**src/rtl/rx_link_ctrl.sv**
```systemverilog
// Link bring-up controller for the PHY receive path (clk_4f domain).
// Define RX_LINK_CTRL_STATS_EN to add the byte_cnt/drop_cnt statistics ports.
module rx_link_ctrl #(
  parameter logic [7:0] COM_SYM   = 8'hBC,
  parameter logic [7:0] IDL_SYM   = 8'h7C,
  parameter int         RST_HOLD  = 4,
  parameter int         TRAIN_CNT = 4,
  parameter int         TIMEOUT   = 64,
  parameter int         GAP_LIMIT = 3
) (
  input  logic       clk_4f,
  input  logic       rst_L,
  input  logic [7:0] sp_out,
  input  logic       valid_out_sp,
  input  logic       active,
  output logic       sp_rst_L,
  output logic [7:0] data_out,
  output logic       valid_out,
  output logic       link_up,
  output logic [3:0] retry_cnt,
  output logic [2:0] state_out
`ifdef RX_LINK_CTRL_STATS_EN
  ,
  output logic [15:0] byte_cnt,
  output logic [7:0]  drop_cnt
`endif
);

  localparam int HW = (RST_HOLD > 1) ? $clog2(RST_HOLD) : 1;

  typedef enum logic [2:0] {
    IDLE        = 3'd0,
    WAIT_ACTIVE = 3'd1,
    TRAIN       = 3'd2,
    LINK_UP     = 3'd3,
    RETRAIN     = 3'd4
  } state_t;

  state_t          state, state_nxt;
  logic [HW-1:0]   hold_cnt, hold_nxt;
  logic [7:0]      to_cnt, to_nxt;
  logic [3:0]      com_cnt, com_nxt;
  logic [2:0]      gap_cnt, gap_nxt;
  logic [7:0]      data_nxt;
  logic            vld_nxt;
  logic            retry_inc;
  logic            drop_inc;
  logic [3:0]      retry_nxt;

  always_comb begin
    state_nxt = state;
    hold_nxt  = '0;
    to_nxt    = '0;
    com_nxt   = '0;
    gap_nxt   = '0;
    data_nxt  = data_out;
    vld_nxt   = 1'b0;
    retry_inc = 1'b0;
    drop_inc  = 1'b0;
    case (state)
      IDLE: begin
        if (hold_cnt == HW'(RST_HOLD - 1)) state_nxt = WAIT_ACTIVE;
        else                                hold_nxt  = hold_cnt + 1'b1;
      end
      WAIT_ACTIVE: begin
        to_nxt = to_cnt + 8'd1;
        if (active) state_nxt = TRAIN;
        else if (to_cnt == 8'(TIMEOUT - 1)) begin
          state_nxt = IDLE;
          retry_inc = 1'b1;
        end
      end
      TRAIN: begin
        to_nxt  = to_cnt + 8'd1;
        com_nxt = com_cnt;
        if (valid_out_sp) com_nxt = (sp_out == COM_SYM) ? com_cnt + 4'd1 : 4'd0;
        // Losing alignment beats a completed COM count on the same edge.
        if (!active) begin
          state_nxt = IDLE;
          retry_inc = 1'b1;
        end else if (com_nxt == 4'(TRAIN_CNT)) begin
          state_nxt = LINK_UP;
        end else if (to_cnt == 8'(TIMEOUT - 1)) begin
          state_nxt = IDLE;
          retry_inc = 1'b1;
        end
      end
      LINK_UP: begin
        gap_nxt = valid_out_sp ? 3'd0 : gap_cnt + 3'd1;
        if (!active || gap_nxt == 3'(GAP_LIMIT)) begin
          state_nxt = RETRAIN;
        end else if (valid_out_sp) begin
          if (sp_out == COM_SYM || sp_out == IDL_SYM) begin
            drop_inc = 1'b1;
          end else begin
            data_nxt = sp_out;
            vld_nxt  = 1'b1;
          end
        end
      end
      RETRAIN: begin
        state_nxt = IDLE;
        retry_inc = 1'b1;
      end
      default: state_nxt = IDLE;
    endcase
  end

  assign retry_nxt = (retry_inc && retry_cnt != 4'hF) ? retry_cnt + 4'd1 : retry_cnt;

  always_ff @(posedge clk_4f) begin
    if (!rst_L) begin
      state     <= IDLE;
      hold_cnt  <= '0;
      to_cnt    <= '0;
      com_cnt   <= '0;
      gap_cnt   <= '0;
      sp_rst_L  <= 1'b0;
      data_out  <= 8'h00;
      valid_out <= 1'b0;
      link_up   <= 1'b0;
      retry_cnt <= 4'd0;
    end else begin
      state     <= state_nxt;
      hold_cnt  <= hold_nxt;
      to_cnt    <= to_nxt;
      com_cnt   <= com_nxt;
      gap_cnt   <= gap_nxt;
      // Receiver stays in reset for every cycle spent in IDLE.
      sp_rst_L  <= (state_nxt != IDLE);
      data_out  <= data_nxt;
      valid_out <= vld_nxt;
      link_up   <= (state_nxt == LINK_UP);
      retry_cnt <= retry_nxt;
    end
  end

  assign state_out = state;

`ifdef RX_LINK_CTRL_STATS_EN
  always_ff @(posedge clk_4f) begin
    if (!rst_L) begin
      byte_cnt <= 16'h0000;
      drop_cnt <= 8'h00;
    end else begin
      if (vld_nxt) byte_cnt <= byte_cnt + 16'd1;
      if (drop_inc && drop_cnt != 8'hFF) drop_cnt <= drop_cnt + 8'd1;
    end
  end
`endif

endmodule
```
**config.mk**
```make
export PLATFORM = sky130hd
export DESIGN_NAME = rx_link_ctrl
export DESIGN_NICKNAME = d
export VERILOG_FILES = /design/src/rtl/rx_link_ctrl.sv
export SDC_FILE = /design/constraint.sdc
export NUM_CORES = 1
export LEC_CHECK = 0
export BUFFER_PORTS_ARGS = -buffer_cell sky130_fd_sc_hd__buf_4
export CAP_MARGIN = 20
export CORE_ASPECT_RATIO = 0.8
export CORE_MARGIN = 2
export CORE_UTILIZATION = 46
export DETAILED_ROUTE_END_ITERATION = 12
export PLACE_DENSITY_LB_ADDON = 0.2
export SYNTH_ARGS = -nofsm -noshare
export SYNTH_HDL_FRONTEND = slang
export SYNTH_SLANG_ARGS = --single-unit
```
**constraint.sdc**
```tcl
create_clock -name clk_4f -period 4.9 [get_ports clk_4f]
set_input_delay 0.98 -clock clk_4f [delete_from_list [all_inputs] [get_ports clk_4f]]
set_output_delay 0.98 -clock clk_4f [all_outputs]
set_load 0.05 [all_outputs]
```
Yosys cells after proc, flatten, opt, wreduce, memory -nomap -nowiden --
Index checks and enable logic that the tools add are counted.
Word-level totals: output and inout bits 18, input port bits 12, register bits 35, logic and storage cells 63
Cells by class: bitwise logic cells 6, mux-type cells 17, equality and inequality tests 12, reductions and logical operators 13, $add $sub $neg 5
Operators by type and width (count):
- 2-to-1 mux 3 bit | 7
- equality test 3 x 2 -> 1 bit (second input constant) | 4
- 2-to-1 mux 4 bit | 3
- one-hot mux 3 bit (4 select lines) | 1
- adder 4 x 1 -> 4 bit (second input constant) | 2
- adder 8 x 1 -> 8 bit (second input constant) | 1
- equality test 8 x 6 -> 1 bit (second input constant) | 1
- equality test 8 x 7 -> 1 bit (second input constant) | 1
- equality test 8 bit (second input constant) | 1
- inverter 1 bit | 6
- AND reduction 2 bit | 3
- 2-to-1 mux 1 bit | 5
- equality test 4 x 3 -> 1 bit (second input constant) | 1
- != test 4 bit (second input constant) | 1
- AND reduction 4 bit | 1
- OR reduction 4 bit | 1
- adder 3 x 1 -> 3 bit (second input constant) | 1
- equality test 3 x 1 -> 1 bit (second input constant) | 1
- equality test 3 bit (second input constant) | 1
- zero test 3 bit | 1
- one-hot mux 1 bit (3 select lines) | 1
- nonzero test 3 bit | 1
- OR reduction 3 bit | 1
- adder 2 x 1 -> 2 bit (second input constant) | 1
- other kinds (5) | 6

Depth between registers and ports, before layout --
depth after elaboration 9, gate-level depth with buffers 7

Least setup slack after synthesis --
No wires, ideal clock.
path kind input to register, start point input port valid_out_sp, end point register sp_rst_L, library setup time 127 ps, stages on the path 6, setup slack 2731 ps, arrival time 2042 ps, path buffers 1, required time 4773 ps, cell sequence buf_6 -> nor3b_4 -> a211oi_2 -> a221oi_2 -> a21oi_2 -> or3_1
On the way: longest elaborated chain between the ends 7
Ends and longest elaborated chain:
- start, declared | RTL line 14 | input logic valid_out_sp,
- 2-to-1 mux 4 bit | RTL line 76 | if (valid_out_sp) com_nxt = (sp_out == COM_SYM) ? com_cnt + 4'd1 : 4'd0;
- 2-to-1 mux 4 bit | RTL line 60 | case (state)
- equality test 4 x 3 -> 1 bit | RTL line 81 | end else if (com_nxt == 4'(TRAIN_CNT)) begin
- 2-to-1 mux 3 bit | RTL line 81
- 2-to-1 mux 3 bit | RTL line 78 | if (!active) begin
- one-hot mux 3 bit (4 select lines) (*) | RTL line 60
- nonzero test 3 bit (*) | RTL line 130 | sp_rst_L <= (state_nxt != IDLE);
- end signal, assigned | RTL line 130
- end, declared | RTL line 16 | output logic sp_rst_L,
Mark *: on every way between the ends. The rest lies on a longest branch, timed or not. The select of a mux whose other input is x is not followed. A chain may end at the register's enable or synchronous reset.

Worst setup path in the final report --
Same ends and word-level chain as after synthesis.

==> results.toml <==
[outcome]
status = "finished clean"

[die]
coreArea_mm2 = 0.003754
die_y_um = 59.45
rows = 20
ios = 30
die_area_mm2 = 0.004358
start_util = 0.4710
fp.dieW_um = 73.31

[global_route]
grt_pass1_vias = 1292
grt_usage = 0.1744
antenna_found_initial = 0
grt_pass1_wl_um = 5775
grt.overflow.total = 0
grt_max_degree = 21

[synth]
netlist.top_cell.by_area = "dfxtp_1"
synth.area.top_cells = "dfxtp_1 40%, mux2i_1 7.4%, nor2_1 3.6%"
postSynth.asyncResetShare = 0
synth_cell_types = 47
ys_ff_latch = 35
avgSynthCellArea_um2 = 9.988
netlist_area_mm2 = 0.001768
synth_top_area_share = 0.3963
ys_seq_area_frac = 0.3963
post_synth_inst_count = 177
ys.flop_type = "dfxtp_1"
yosysWarnings = 0
synth_fp_nets = 194
synth_edf_count = 0

[cts]
clock-sinks = 35
cts-buffers-inserted = 5
clockBufferDepth = 2
cts_tree = "done"
root_buffer = "clkbuf_8"
cts_resized = 0
path_clk_slew_ns = 0.07
cts_htree_levels = 2
postCtsHoldBufs = 0
insertion_delay_ns = 0.28
cts_setup_buffers = 0

[sta]
final_hold_viol_count = 0
period_needed_ns = 2.165
relSlewSlack = 0.5737
fin_skew_ns = 0.003930
fin_tns_setup_ns = 0
fin_crit_sh = 0.4418
setup_viol = 0
layout_setup_ws_ns = 2.735
rsz0062_at_grt = "false"
worst_pin_slew_ns = 0.6378
clock.fmax_mhz = 462.0
slew_violations = 0

[critical_path]
crit_required_ns = 5.07
cp.arrival_ns = 2.34
cp-end-kind = "register"
startpoint = "valid_out_sp"
worstRegToRegCells = 6
cp_max_fo = 11
start_kind = "input port"
reg2reg_to = "data_out[4]$_SDFFE_PN0P_"
worstSetupPathType = "input port to register"
r2r-start = "gap_cnt[0]$_SDFF_PN0_"
rrSetupSlack_ns = 2.86

[power]
swShare = 0.2162
p_leak_uw = 0.0008255
irDropWorstVdd_uv = 163.4
p_int_uw = 475.1
pwr_density_cell_mw_per_mm2 = 288.9
p_seq_frac = 0.488
power_frac_comb = 0.076
p_clk_frac = 0.436
switching_power_uw = 131.0

[worst_hold_path]
holdPathEnd = "hold_cnt[0]$_SDFF_PP0_"
hold_path_startpoint = "hold_cnt[0]$_SDFF_PP0_"
min_delay_path_depth = 1
worstHoldPathType = "register to register"

[route]
ant_nets = 0
drt_wl_total_um = 3387
wl_per_cell_um = 13.55
drt-pass1-iter-count = 5
drc = 0
vias = 1345
vias_per_cell = 5.380
drtIter0Drc = 55

[finish]
n_antenna_cell = 0
drive_gt1_frac = 0.2573
fin_nets = 222
area_growth_pct = 18.68
n_fill_cell = 326

[placed_design]
numPortBuffers = 29
gp_congestion = 0.7359
dp_worst_setup_slack_ns = 2.459
place_hpwl_um = 2574

[run]
maxCapViolations = 0
-- worst max-delay path by stage --
stage / slack, ns / endpoint / depth (start not counted)
floorplan: 2.73 / sp_rst_L$_SDFF_PN0_ / 6
global placement: 2.45 / sp_rst_L$_SDFF_PN0_ / 6
detailed placement: 2.46 / sp_rst_L$_SDFF_PN0_ / 6
CTS: 2.75 / sp_rst_L$_SDFF_PN0_ / 6
global route: 2.67 / data_out[4]$_SDFFE_PN0P_ / 6
finish: 2.74 / sp_rst_L$_SDFF_PN0_ / 6
-- worst max-delay path: stages --
cell,delay (ns)
buf_4,0.16
and3b_1,0.18
and4_1,0.24
o2111ai_1,0.34
a21oi_2,0.10
or3_1,0.33
-- sequential cells by signal (all words and copies together), names as in the netlist --
signal and cells:
hold_cnt 2, to_cnt 8, gap_cnt 3, valid_out 1
com_cnt 4, link_up 1, sp_rst_L 1, state_out 3
retry_cnt 4, data_out 8
-- logic make-up (layout without fill, tap and decap cells) --
group,count (synthesis),count (layout),share of synthesized area
simple gates,77,77,0.2788
compound gates,24,24,0.1118
fa+ha+maj,5,5,0.03539
buf+inv,11,40,0.04034
xor+xnor,12,12,0.06370
mux,13,13,0.07360
flops,35,35,0.3963
-- cell usage in the layout (no fill, tap or decap), types with 4 or more instances in the layout --
cell	instances
dfxtp_1	35
buf_4	29
nor2_1	17
nand2_1	14
mux2i_1	13
nor2b_1	9
xor2_1	7
clkbuf_8	6
nand2b_1	5
a21oi_1	5
nand3_1	5
and3_1	5
ha_1	5
xnor2_1	4
-- routing by layer --
| layer | global-route usage | up-vias | part of all wire |
|---|---|---|---|
| met1 | 0.2185 | 632 | 0.48 |
| met5 | 0 | - | 0 |
| met3 | 0.04762 | 8 | 0.053 |
| li1 | - | 676 | - |
| met2 | 0.2819 | 29 | 0.45 |
| met4 | 0.07792 | 0 | 0.016 |
-- stage by stage --
step / area [um2] / utilization / power (uW) / cells / hold slack (ns)
3_3_place_gp: 1981 / 0.5277 / 347.0 / 242 / 0.4228
3_5_place_dp: 1981 / 0.5277 / 348.5 / 242 / 0.4391
4_1_cts: 2098 / 0.5590 / 613.1 / 250 / 0.4472
2_1_floorplan: 1768 / - / 331.9 / 177 / 0.4081
6_report: 2098 / 0.5590 / 606.2 / 250 / 0.4460
5_1_grt: 2098 / 0.5590 / 631.7 / 250 / 0.4614
-- layout make-up --
| class | instances | area (um2) | share of cell area |
|---|---|---|---|
| Multi-Input combinational cell | 131 | 996.0 | 0.4747 |
| Sequential cell | 35 | 700.7 | 0.3339 |
| Timing Repair Buffer | 29 | 217.7 | 0.1038 |
| Clock buffer | 6 | 82.58 | 0.03936 |
| Tap cell | 44 | 55.05 | 0.02624 |
| Clock inverter | 2 | 35.03 | 0.01670 |
| Inverter | 3 | 11.26 | 0.005367 |
-- Yosys cell counts (2+ instances only) --
library cell and number:
buf_6 2, and4b_1 2, clkbuf_1 2, and4_1 2
o211ai_1 3, or3_1 2, o21ai_0 2, buf_4 4
inv_1 3, nor2b_1 9, ha_1 5, a21oi_1 5
nand2_1 14, xor2_1 7, nand2b_1 5, xnor2_1 4
mux2i_1 13, a21oi_2 3, nor2_1 17, nor4b_2 2
nand3_1 5, dfxtp_1 35, and2_1 2, and3_1 5
or2b_1 2
-- power by group through the flow --
stage	combinational [uW]	sequential, uW	clock, uW
final	46.3	296	264
after global routing	50.1	296	286
after CTS	46.3	295	271
after detailed placement	46.4	302	0
after global placement	45.4	302	0
after floorplan	26.4	306	0
(Power assumes the default switching activity.)
